===== config.mk =====
export PLATFORM = sky130hd
export DESIGN_NAME = eth_tx_ctrl
export DESIGN_NICKNAME = d
export VERILOG_FILES = /design/src/rtl/eth_tx_ctrl.sv
export SDC_FILE = /design/constraint.sdc
export NUM_CORES = 1
export LEC_CHECK = 0
export BUFFER_PORTS_ARGS = -buffer_cell sky130_fd_sc_hd__buf_2
export CORE_MARGIN = 5
export CORE_UTILIZATION = 51
export CTS_BUF_LIST = sky130_fd_sc_hd__clkbuf_8
export DETAILED_ROUTE_END_ITERATION = 12
export GPL_TIMING_DRIVEN = 0
export PLACE_DENSITY = 0.78
export SYNTH_ARGS = -nofsm -noshare
export SYNTH_HDL_FRONTEND = slang
export SYNTH_SLANG_ARGS = --single-unit

===== constraint.sdc =====
create_clock -name Clk -period 4.19 [get_ports Clk]
set_input_delay 0.6285 -clock Clk [delete_from_list [all_inputs] [get_ports Clk]]
set_output_delay 0.6285 -clock Clk [all_outputs]
set_load 0.03 [all_outputs]

===== src/rtl/eth_tx_ctrl.sv =====
// eth_tx_ctrl: RMII transmit framer. On an accepted start it sends preamble/SFD,
// destination/source MAC, length/type, payload popped from an FWFT byte FIFO,
// optional zero padding and the CRC-32 FCS as LSB-first dibits, then holds the
// line idle for the inter-frame gap.
// Build option: define ETH_TX_PAD_EN to pad short payloads with zero bytes up to
// 46 bytes; without it short payloads go straight to the FCS (runt frames).

module eth_tx_ctrl #(
   parameter logic [47:0] pDEST_MAC    = 48'hFFFF_FFFF_FFFF,
   parameter logic [47:0] pSRC_MAC     = 48'h0200_0000_0001,
   parameter logic [15:0] pLEN_TYPE    = 16'hFFFF,
   parameter int          pIFG_CYCLES  = 48,
   parameter int          pMAX_PAYLOAD = 1500
) (
   input  logic        Clk,
   input  logic        Rst,
   input  logic        Tx_Start,
   input  logic [10:0] Tx_Len,
   input  logic [7:0]  Data_Byte,
   input  logic        Data_Empty,
   output logic        Data_Rd,
   output logic        Tx_En,
   output logic [1:0]  Txd,
   output logic        Busy,
   output logic        Tx_Done,
   output logic        Tx_Err
);

   typedef enum logic [3:0] {
      ST_IDLE,
      ST_PREAMBLE,
      ST_DEST_ADDR,
      ST_SRC_ADDR,
      ST_LEN_TYPE,
      ST_PAYLOAD,
`ifdef ETH_TX_PAD_EN
      ST_PAD,
`endif
      ST_FCS,
      ST_IFG
   } state_t;

   localparam logic [15:0] IFG_LAST = 16'(pIFG_CYCLES - 1);

   state_t      state;
   state_t      state_nxt;
   logic [1:0]  dibit;
   logic [10:0] byte_cnt;
   logic [10:0] tx_len;
   logic [15:0] ifg_cnt;
   logic [31:0] crc;
   logic [31:0] fcs;
   logic [7:2]  cur_hi;
   logic [7:0]  byte_src;
   logic [1:0]  out_dibit;
   logic        frame_good;
   logic        tx_err_q;
   logic        start_ok;
   logic        last_dibit;
   logic        underrun;
   logic        load_byte;
   logic        keep_count;

   // Byte-parallel reflected CRC-32 (poly 0xEDB88320), one byte LSB first
   function automatic logic [31:0] crc_next(input logic [31:0] c_in, input logic [7:0] d);
      logic [31:0] c;
      c = c_in;
      for (int i = 0; i < 8; i++) begin
         if (c[0] ^ d[i])
            c = (c >> 1) ^ 32'hEDB8_8320;
         else
            c = c >> 1;
      end
      return c;
   endfunction

   assign start_ok   = (Tx_Len != 11'd0) && (Tx_Len <= 11'(pMAX_PAYLOAD));
   assign last_dibit = (dibit == 2'd3);
   assign fcs        = ~crc;
   assign Busy       = (state != ST_IDLE);
   assign Tx_Err     = tx_err_q;

   // The first dibit of a byte comes straight from its source (the FIFO head is
   // only valid in the pop cycle); the remaining three come from the latched copy
   assign out_dibit = (dibit == 2'd0) ? byte_src[1:0] :
                      (dibit == 2'd1) ? cur_hi[3:2]   :
                      (dibit == 2'd2) ? cur_hi[5:4]   : cur_hi[7:6];

   // Select the byte that the current field sends at position byte_cnt
   always_comb begin
      byte_src = 8'h00;
      case (state)
         ST_DEST_ADDR: begin
            case (byte_cnt[2:0])
               3'd0:    byte_src = pDEST_MAC[47:40];
               3'd1:    byte_src = pDEST_MAC[39:32];
               3'd2:    byte_src = pDEST_MAC[31:24];
               3'd3:    byte_src = pDEST_MAC[23:16];
               3'd4:    byte_src = pDEST_MAC[15:8];
               default: byte_src = pDEST_MAC[7:0];
            endcase
         end
         ST_SRC_ADDR: begin
            case (byte_cnt[2:0])
               3'd0:    byte_src = pSRC_MAC[47:40];
               3'd1:    byte_src = pSRC_MAC[39:32];
               3'd2:    byte_src = pSRC_MAC[31:24];
               3'd3:    byte_src = pSRC_MAC[23:16];
               3'd4:    byte_src = pSRC_MAC[15:8];
               default: byte_src = pSRC_MAC[7:0];
            endcase
         end
         ST_LEN_TYPE: byte_src = byte_cnt[0] ? pLEN_TYPE[7:0] : pLEN_TYPE[15:8];
         ST_PAYLOAD:  byte_src = Data_Byte;
         ST_FCS: begin
            case (byte_cnt[1:0])
               2'd0:    byte_src = fcs[7:0];
               2'd1:    byte_src = fcs[15:8];
               2'd2:    byte_src = fcs[23:16];
               default: byte_src = fcs[31:24];
            endcase
         end
         default:     byte_src = 8'h00;
      endcase
   end

   // State register
   always_ff @(posedge Clk) begin
      if (Rst)
         state <= ST_IDLE;
      else
         state <= state_nxt;
   end

   // Next-state decode and RMII/FIFO outputs
   always_comb begin
      state_nxt  = state;
      Tx_En      = 1'b0;
      Txd        = 2'b00;
      Data_Rd    = 1'b0;
      Tx_Done    = 1'b0;
      underrun   = 1'b0;
      load_byte  = 1'b0;
      keep_count = 1'b0;
      case (state)
         ST_IDLE: begin
            if (Tx_Start && start_ok)
               state_nxt = ST_PREAMBLE;
         end
         ST_PREAMBLE: begin
            Tx_En = 1'b1;
            Txd   = (last_dibit && byte_cnt == 11'd7) ? 2'b11 : 2'b01;
            if (last_dibit && byte_cnt == 11'd7)
               state_nxt = ST_DEST_ADDR;
         end
         ST_DEST_ADDR: begin
            Tx_En     = 1'b1;
            Txd       = out_dibit;
            load_byte = (dibit == 2'd0);
            if (last_dibit && byte_cnt == 11'd5)
               state_nxt = ST_SRC_ADDR;
         end
         ST_SRC_ADDR: begin
            Tx_En     = 1'b1;
            Txd       = out_dibit;
            load_byte = (dibit == 2'd0);
            if (last_dibit && byte_cnt == 11'd5)
               state_nxt = ST_LEN_TYPE;
         end
         ST_LEN_TYPE: begin
            Tx_En     = 1'b1;
            Txd       = out_dibit;
            load_byte = (dibit == 2'd0);
            if (last_dibit && byte_cnt == 11'd1)
               state_nxt = ST_PAYLOAD;
         end
         ST_PAYLOAD: begin
            if (dibit == 2'd0 && Data_Empty) begin
               underrun  = 1'b1;
               state_nxt = ST_IFG;
            end else begin
               Tx_En     = 1'b1;
               Txd       = out_dibit;
               Data_Rd   = (dibit == 2'd0);
               load_byte = (dibit == 2'd0);
               if (last_dibit && byte_cnt == tx_len - 11'd1) begin
`ifdef ETH_TX_PAD_EN
                  if (tx_len < 11'd46) begin
                     state_nxt  = ST_PAD;
                     keep_count = 1'b1;
                  end else begin
                     state_nxt  = ST_FCS;
                  end
`else
                  state_nxt = ST_FCS;
`endif
               end
            end
         end
`ifdef ETH_TX_PAD_EN
         ST_PAD: begin
            Tx_En     = 1'b1;
            Txd       = out_dibit;
            load_byte = (dibit == 2'd0);
            if (last_dibit && byte_cnt == 11'd45)
               state_nxt = ST_FCS;
         end
`endif
         ST_FCS: begin
            Tx_En     = 1'b1;
            Txd       = out_dibit;
            load_byte = (dibit == 2'd0);
            if (last_dibit && byte_cnt == 11'd3)
               state_nxt = ST_IFG;
         end
         ST_IFG: begin
            if (ifg_cnt == IFG_LAST) begin
               Tx_Done   = frame_good;
               state_nxt = ST_IDLE;
            end
         end
         default: state_nxt = ST_IDLE;
      endcase
   end

   // Counters, byte latch, CRC accumulation and status flags
   always_ff @(posedge Clk) begin
      if (Rst) begin
         dibit      <= 2'd0;
         byte_cnt   <= 11'd0;
         tx_len     <= 11'd0;
         ifg_cnt    <= 16'd0;
         crc        <= 32'hFFFF_FFFF;
         cur_hi     <= 6'd0;
         frame_good <= 1'b0;
         tx_err_q   <= 1'b0;
      end else begin
         tx_err_q <= 1'b0;
         dibit    <= Tx_En ? dibit + 2'd1 : 2'd0;

         if (state == ST_IDLE && Tx_Start) begin
            if (start_ok) begin
               tx_len     <= Tx_Len;
               crc        <= 32'hFFFF_FFFF;
               byte_cnt   <= 11'd0;
               frame_good <= 1'b0;
            end else begin
               tx_err_q   <= 1'b1;
            end
         end

         if (underrun)
            tx_err_q <= 1'b1;

         // FCS bytes are read out of the CRC, so it must stay frozen while they go out
         if (load_byte) begin
            cur_hi <= byte_src[7:2];
            if (state != ST_FCS)
               crc <= crc_next(crc, byte_src);
         end

         // Padding continues the payload byte count so it can stop at byte 45
         if (Tx_En && last_dibit) begin
            if (state_nxt != state && !keep_count)
               byte_cnt <= 11'd0;
            else
               byte_cnt <= byte_cnt + 11'd1;
         end

         // An underrun cycle already has the line idle, so it counts as the first gap cycle
         if (state == ST_IFG)
            ifg_cnt <= ifg_cnt + 16'd1;
         else if (underrun)
            ifg_cnt <= 16'd1;
         else
            ifg_cnt <= 16'd0;

         if (state == ST_FCS && state_nxt == ST_IFG)
            frame_good <= 1'b1;
      end
   end

endmodule


# ---- Word-level counts from Yosys, hierarchy flattened
# Cells that the tools add are included.
# Widths: inputs -> output; s select.
dict set report totals {
  memories 0
  romBits 0
  reg_bits 84
  input_bits 23
  mem_bits_rw 0
  latch_bits 0
  word_cells 159
  output_inout_bits 7
}
dict set report op_classes {
  bitwise 18
  addsub 4
  n_reduce_logical 29
  shift 0
  n_eq_ne 25
  order_cmp 1
  muxes 73
  n_mul 0
  div 0
}
# op count
set ops {}
lappend ops {{$mux 32} 33}
lappend ops {{$not 13->14} 8}
lappend ops {{$mux 11} 4}
lappend ops {{$mux 4} 9}
lappend ops {{$not 32->32} 1}
lappend ops {{$pmux 4 s8} 1}
lappend ops {{$pmux 8 s4} 1}
lappend ops {{$pmux 8 s3} 1}
lappend ops {{$eq 11x3->1 const B} 2}
lappend ops {{$eq 4x3->1 const B} 5}
lappend ops {{$add 16x1->16 const B} 1}
lappend ops {{$eq 16x6->1 const B} 1}
lappend ops {{$mux 16} 1}
lappend ops {{$mux 1} 14}
lappend ops {{$add 11x1->11 const B} 1}
lappend ops {{$eq 11x1->1 const B} 1}
lappend ops {{$eq 11x11->1} 1}
lappend ops {{$eq 11x2->1 const B} 1}
lappend ops {{$le 11x11->1 const B} 1}
lappend ops {{$logic_and 1x1->1} 11}
lappend ops {{$reduce_bool 11->1} 1}
lappend ops {{$sub 11x1->11 const B} 1}
lappend ops {{$mux 2} 5}
lappend ops {{$eq 4x2->1 const B} 2}
lappend ops {{23 further kinds} 43}

# ---- Depth between registers and ports, before layout
# Gate-level depths: netlist of the first run.
dict set report depth {
  word_depth 43
  ltp_mapped 12
  ltp_nobuf 10
}

# ---- Least setup slack after synthesis of the first run
# OpenSTA, ideal clock, no wires.
dict set report synth_timing {
  path_type {register to register}
  start {reg byte_cnt[0]}
  end {reg crc[28]}
  period_less_slack_ns 2.847
  path_slack_ns 1.343
  required_ns 4.067
  t_arrival_ns 2.723
  n_path_buf 0
  setup_time_ns 0.123
  stages_incl_launch_ff 11
  cell_sequence {dfxtp_1 > inv_1 > ha_1 > nor2b_1 > o41ai_1 > o22ai_2 > xor2_2 > xnor3_1 > xor2_1 > a21oi_1 > or2_2}
}
dict set report synth_between {
  elab_chain_cells 37
  elab_cells_between_ends 49
  cone_classes {6 x eq/ne; 34 x mux; 6 x bitwise; 3 x reduce/logical}
}
# item line_no
set synth_rtl {}
lappend synth_rtl {{start: declaration} 48} ;# logic [10:0] byte_cnt;
lappend synth_rtl {{start signal: assignment} 267} ;# byte_cnt <= byte_cnt + 11'd1;
lappend synth_rtl {{$eq 3x3->1 (tied with other cells)} 104} ;# case (byte_cnt[2:0])
lappend synth_rtl {{$reduce_or 4->1 (no line)} n/a}
lappend synth_rtl {{$pmux 2 s2} 104}
lappend synth_rtl {{$pmux 8 s4 (*)} 92} ;# case (state)
lappend synth_rtl {{$xor 1x1->1} 69} ;# if (c[0] ^ d[i])
lappend synth_rtl {{$mux 32} 69}
lappend synth_rtl {{$mux 32} 258} ;# if (state != ST_FCS)
lappend synth_rtl {{$mux 32} 256} ;# if (load_byte) begin
lappend synth_rtl {{[21 not listed]} n/a}
lappend synth_rtl {{$xor 1x1->1} 69}
lappend synth_rtl {{$mux 32 (*)} 69}
lappend synth_rtl {{$mux 32 (*)} 258}
lappend synth_rtl {{$mux 32 (*)} 256}
lappend synth_rtl {{$mux 32 (*)} 228} ;# if (Rst) begin
lappend synth_rtl {{$mux 32 (*)} 69}
lappend synth_rtl {{$mux 32 (*)} 258}
lappend synth_rtl {{$mux 32 (*)} 256}
lappend synth_rtl {{end signal: assignment} 259} ;# crc <= crc_next(crc, byte_src);
lappend synth_rtl {{end: declaration} 51} ;# logic [31:0] crc;
# Mark *: on every way between the ends. The rest lies on a longest branch, timed or not. The select of a mux whose other input is x is not followed.
# A chain may end at the register's enable or synchronous reset.

# ---- Final worst setup path of the first run
dict set report layout_timing {
  start {reg byte_cnt[1]}
  end {out Txd[1]}
}
dict set report layout_between {
  elab_chain_cells 7
  elab_cells_between_ends 18
  cone_classes {7 x eq/ne; 7 x mux; 4 x reduce/logical}
}
# item line_no
set layout_rtl {}
lappend layout_rtl {{$eq 3x3->1 (tied with other cells)} 104}
lappend layout_rtl {{$reduce_or 4->1 (no line)} n/a}
lappend layout_rtl {{$pmux 2 s2} 104}
lappend layout_rtl {{$pmux 8 s4} 92}
lappend layout_rtl {{$mux 2} 85} ;# assign out_dibit = (dibit == 2'd0) ? byte_src[1:0] :
lappend layout_rtl {{$mux 2} 178} ;# if (dibit == 2'd0 && Data_Empty) begin
lappend layout_rtl {{$pmux 2 s3 (*)} 145} ;# case (state)
lappend layout_rtl {{end: declaration} 23} ;# output logic [1:0] Txd,
# Mark *: on every way between the ends. The rest lies on a longest branch, timed or not.

==> results.cfg, run 1 <==
[detailed_routing]
remaining_drc_errors = 0
wl_per_cell_um = 17.7
wl_um = 14200
drt-initial-drc-count = 342
vias = 4743
vias_per_cell = 5.88
dr.pass1.iters = 5
ant_nets = 0

[die]
initial_core_util = 0.522
core_sq_um = 10300
ios = 30
die-width_um = 113
die_y_um = 113
fp.dieArea_sq_um = 12700
rows = 37

[yosys]
syn-num-nets = 658
yosysUniqueCellTypes = 80
synth.top_cell.area_share = 0.312
synth_seq_cells = 84
netlist_area_sq_um = 5390
seq_area_frac_synth = 0.312
synthTopCellsByArea = dfxtp_1, xnor2_1, nor2_1
yosysWarnings = 0
synthCells = 625
synthArstFlopShare = 0
avgSynthCellArea_sq_um = 8.63
synthTopCellsByCount = dfxtp_1, nor2_1, xnor2_1
synth-edff-count = 0
synthFlopType = dfxtp_1
synth_most_common_cell = dfxtp_1
netlist.top_cell.by_area = dfxtp_1

[critical_path]
critical_path_arrival_ns = 3.09
reg2reg_depth = 10
rr_startpoint = byte_cnt[0]
regToRegSetupSlack_ns = 0.53
cp.required_ns = 3.56
critical_path.max_fanout = 10
r2r-end = crc[28]
start_kind = flip-flop
critPathKind = reg -> out
cp-end-kind = output port

[sta]
hold_viol = 0
finalSetupViolations = 0
setup_tns_ns = 0
worstMarginPinSlew_ns = 1.29
finClkSkew_ns = 0.0105
min_period_ns = 3.72
maxSlewHeadroom = 0.135
fmax_mhz = 269
finalCritPeriodShare = 0.888
rsz0062_at_grt = no
drv_slew = 0

[power]
p_leak_nw = 2.29
vdd_ir_drop_max_mv = 0.160
power_density_nw_per_um2 = 263

[layout]
syn2layout_area_growth_pct = 9.67
diodes = 0
drive_above_1_share = 0.128
nets = 698
fin_cells = 806

[min_path]
min_path_cells = 1
min_to = crc[16]
worst_hold_path_type = reg -> reg
hp-start = crc[16]

[global_route]
grt_max_degree = 16
grt.total_usage = 0.226
antenna_found_initial = 0
overflow = 0
grt_pass1_wl_um = 23300
grt_pass1_vias = 4728

[clock_network]
tritoncts = done
cts_max_level = 3
tritoncts.num_buffers = 9
cts-root-buf = clkbuf_8
cts_hold_buf = 0
clk_latency_ns = 0.37
clockBufferDepth = 2
clock_sinks = 84
clk_pin_slew_ns = 0.09
cts.repair.resized = 0
cts_setup_buffers = 0

[placed_design]
gp_congestion = 0.918
dpl.cell_count = 790
dp_hpwl_um = 10600
portBuffers = 29

[flow_run]
maxCapViolations = 0

[outcome]
status = complete, no violations
==> power by group <==
part	total (W)	leakage, nW	internal (W)	switching (W)
Combinational	0.000133	1.51	0.0000518	0.0000810
Sequential	0.000815	0.679	0.000804	0.0000102
Clock	0.000610	0.104	0.000297	0.000313
==> final cells by class <==
class	count	area (sq um)
multi-input combinational	486	3470
timing repair buffer	29	145
tap	136	170
inverter	25	93.8
fill	930	4410
sequential	84	1680
clock inverter	6	68.8
clock buffer	10	138
buffer	30	144
==> sequential cells by signal (all words and copies together) (netlist names) <==
signal and flops:
crc 32, ifg_cnt 16, byte_cnt 11, tx_len 11, cur_hi 6, state 4, dibit 2, Tx_Err 1
frame_good 1
==> critical path, stage by stage (launching register included) <==
cell      delay (ns)
dfxtp_1         0.49
ha_1            0.43
clkbuf_1        0.47
a21oi_1         0.17
a221oi_2        0.54
a211o_1         0.20
o21ai_0         0.18
buf_2           0.24
==> through the flow <==
stage	worst slack, ns	instance area [sq um]	hold slack [ns]	utilization	power (W)
4_1_cts	0.564	5920	0.499	0.573	0.00157
3_5_place_dp	0.628	5710	0.479	0.553	0.000964
5_1_grt	0.350	5920	0.521	0.573	0.00161
3_3_place_gp	0.767	5710	0.471	0.553	0.000959
6_report	0.469	5920	0.503	0.573	0.00156
2_1_floorplan	1.34	5390	0.446	-	0.000921
==> cell families (layout without fill, tap and decap cells) <==
group / Yosys count / after routing / synth area share
mux: 23 / 23 / 0.0441
compound gates: 124 / 124 / 0.162
flops: 84 / 84 / 0.312
fa+ha+maj: 10 / 10 / 0.0232
xor+xnor: 95 / 95 / 0.185
buf+inv: 55 / 100 / 0.0441
simple gates: 233 / 233 / 0.230
other cells: 1 / 1 / 0.000695
==> routing by layer <==
| metal | track usage | share of wire | up-vias |
|---|---|---|---|
| li1 | - | - | 2268 |
| met1 | 0.277 | 0.42 | 2265 |
| met3 | 0.0417 | 0.055 | 42 |
| met4 | 0.103 | 0.033 | 0 |
| met5 | 0 | 0 | - |
| met2 | 0.383 | 0.49 | 168 |
==> placed cells by master (no fill, tap or decap), drive strengths merged, types with 3 or more instances in the layout <==
cell	n
a21o	3
a21oi	37
a31oi	3
and2b	6
and3	10
and4	3
buf	41
clkbuf	28
dfxtp	84
ha	10
inv	28
mux2	3
mux2i	20
nand2	27
nand2b	21
nand3	20
nand4	8
nor2	69
nor2b	23
nor3	15
nor3b	3
nor4	7
o211ai	5
o21a	5
o21ai	12
o22a	8
o22ai	21
o41ai	6
or2	8
or3	4
xnor2	53
xnor3	7
xor2	34
==> worst max path at each step <==
stage	startpoint	endpoint
final	byte_cnt[1]	Txd[1]
after global routing	byte_cnt[0]	Txd[1]
after CTS	byte_cnt[1]	Txd[1]
after detailed placement	byte_cnt[0]	crc[28]
after global placement	byte_cnt[0]	crc[28]
after floorplan	byte_cnt[0]	crc[28]
Power figures use the tool's default switching activity.
==> run 2, diff against run 1 <==
- ABC_AREA: unset -> 1
==> run 2 against run 1 <==
Register-to-register slack better by 0.83 ns. Largest power group unchanged. Maximum frequency rose by 16%. Global-route usage is 0.52 points higher. Die area rose by 9.4%. First-iteration DRC count rose by 33%. Final area up 9.1%. Sequential share of layout area is 2.4 points lower. Clock-buffer cell count did not move. Largest cell class unchanged.
==> results.cfg, run 2 <==
[die]
initial_core_util = 0.521
core_sq_um = 11400
die-width_um = 118
fp.dieArea_sq_um = 13900
ios = 30
rows = 39
die_y_um = 118

[critical_path]
cp.required_ns = 3.56
start_kind = flip-flop
path_cells = inv_1 -> ha_1 -> clkbuf_1 -> nand2_1 -> nand2_1 -> inv_1 -> nand2_1 -> nand2_2 -> nand3_2 -> nor2_1 -> o31ai_1 -> buf_2
cp-end-kind = output port
crit_family = buffers and inverters
critical_path.slowest_cell = clkbuf_1
path_buf_inv = 4
critical_path.max_fanout = 9
critPathKind = reg -> out
cp_common_cell = nand2_1
critical_path_arrival_ns = 2.57
cp_slowest_stage_delay_ns = 0.42

[global_route]
grt.total_usage = 0.231
grt_max_degree = 16
overflow = 0
antenna_found_initial = 0
grt_pass1_wl_um = 26800
grt_pass1_vias = 5642
groute.layer.met1.usage = 0.287
busiest_layer = met2
grt_use_met2 = 0.389
use_met3 = 0.0476

[layout]
largest_reg_flops = 32
top_regs = crc (32), ifg_cnt (16)
drive_above_1_share = 0.129
final_cell_mix = nand2_1, inv_1, dfxtp_1
nets = 1018
diodes = 0
fin_cells = 1133
syn2layout_area_growth_pct = 8.45
fillers = 1149
mostFrequentLayoutCell = nand2_1
top_register = crc

[yosys]
avgSynthCellArea_sq_um = 6.29
synth-edff-count = 0
yosysUniqueCellTypes = 43
synthTopCellsByCount = nand2_1, inv_1, dfxtp_1
seq_area_frac_synth = 0.283
syn-num-nets = 979
synthTopCellsByArea = dfxtp_1, nand2_1, inv_1
synthFlopType = dfxtp_1
netlist_area_sq_um = 5950
synthCells = 946
yosysWarnings = 0
synth_most_common_cell = nand2_1
netlist.top_cell.by_area = dfxtp_1
synth_seq_cells = 84
synth.top_cell.area_share = 0.283
synthArstFlopShare = 0

[power]
power.internal_w = 0.00109
clkPwrFrac = 0.368
power_density_nw_per_um2 = 237
pwr-share-comb = 0.099
power.switching_w = 0.000437
switching_share = 0.286
vdd_ir_drop_max_mv = 0.247
share_seq_of_total_power = 0.533
p_leak_nw = 3.06

[clock_network]
clockBufferDepth = 2
clock_sinks = 84
cts-root-buf = clkbuf_8
cts_hold_buf = 0
cts.repair.resized = 0
tritoncts.num_buffers = 9
cts_setup_buffers = 0
tritoncts = done
cts_max_level = 3
clk_pin_slew_ns = 0.09
clk_latency_ns = 0.38

[detailed_routing]
dr.pass1.iters = 5
ant_nets = 0
wl_um = 16200
vias_per_cell = 5.51
remaining_drc_errors = 0
drt-initial-drc-count = 455
vias = 6244
wl_per_cell_um = 14.3

[sta]
drv_slew = 0
finClkSkew_ns = 0.0149
finalCritPeriodShare = 0.762
worstMarginPinSlew_ns = 0.589
maxSlewHeadroom = 0.607
hold_viol = 0
fmax_mhz = 313
min_period_ns = 3.19
rsz0062_at_grt = no
setup_tns_ns = 0
finalSetupViolations = 0

[placed_design]
dpl.cell_count = 1117
dp_hpwl_um = 12300
portBuffers = 28
gp_congestion = 0.970

[min_path]
worst_hold_path_type = reg -> reg

[outcome]
status = complete, no violations

[flow_run]
maxCapViolations = 0
run 2: final cells by class:
type                            count  area (sq um)  share of cell area
Timing Repair Buffer               28           140              0.0217
Multi-Input combinational cell    723          3720               0.577
Sequential cell                    84          1680               0.261
Buffer                             27           125              0.0194
Inverter                          112           420              0.0652
Clock buffer                       10           138              0.0213
Tap cell                          143           179              0.0277
Clock inverter                      6          46.3             0.00717
run 2: worst paths after layout:
| path | slack, ns | cells after the start | to | startpoint |
|---|---|---|---|---|
| max | 1.0 | 12 | Txd[0] | byte_cnt[0] |
| min | 0.48 | 1 | dibit[0] | dibit[0] |
| max reg2reg | 1.36 | 20 | crc[24] | byte_cnt[0] |
| min reg2reg | 0.48 | 1 | dibit[0] | dibit[0] |
run 2: kinds of logic after synthesis:
kind of cell | after synthesis | synth area share
buf+inv | 139 | 0.0917
simple gates | 511 | 0.387
fa+ha+maj | 10 | 0.0210
xor+xnor | 42 | 0.0681
compound gates | 159 | 0.148
flops | 84 | 0.283
other cells | 1 | 0.000630
run 2: stage by stage:
stage | cell area (sq um) | utilization | hold WS, ns | setup slack, ns | power, W
after floorplan | 5950 | - | 0.433 | 1.55 | 0.000936
after detailed placement | 6270 | 0.549 | 0.461 | 1.44 | 0.000983
after global routing | 6450 | 0.565 | 0.497 | 0.869 | 0.00160
after global placement | 6270 | 0.549 | 0.456 | 1.44 | 0.000981
after CTS | 6450 | 0.565 | 0.484 | 1.05 | 0.00154
final | 6450 | 0.565 | 0.482 | 0.996 | 0.00153
run 2: power by group through the flow:
stage | registers [W] | logic [W] | clock network, W
floorplan | 0.000832 | 0.000105 | 0
global placement | 0.000833 | 0.000148 | 0
detailed placement | 0.000834 | 0.000150 | 0
CTS | 0.000815 | 0.000151 | 0.000572
global route | 0.000816 | 0.000172 | 0.000611
finish | 0.000815 | 0.000151 | 0.000563
run 2: routing by layer:
layer | share of wire | wire length [um]
met1 | 0.43 | 6900
met2 | 0.47 | 7570
met3 | 0.063 | 1010
met4 | 0.042 | 686
met5 | 0 | 0
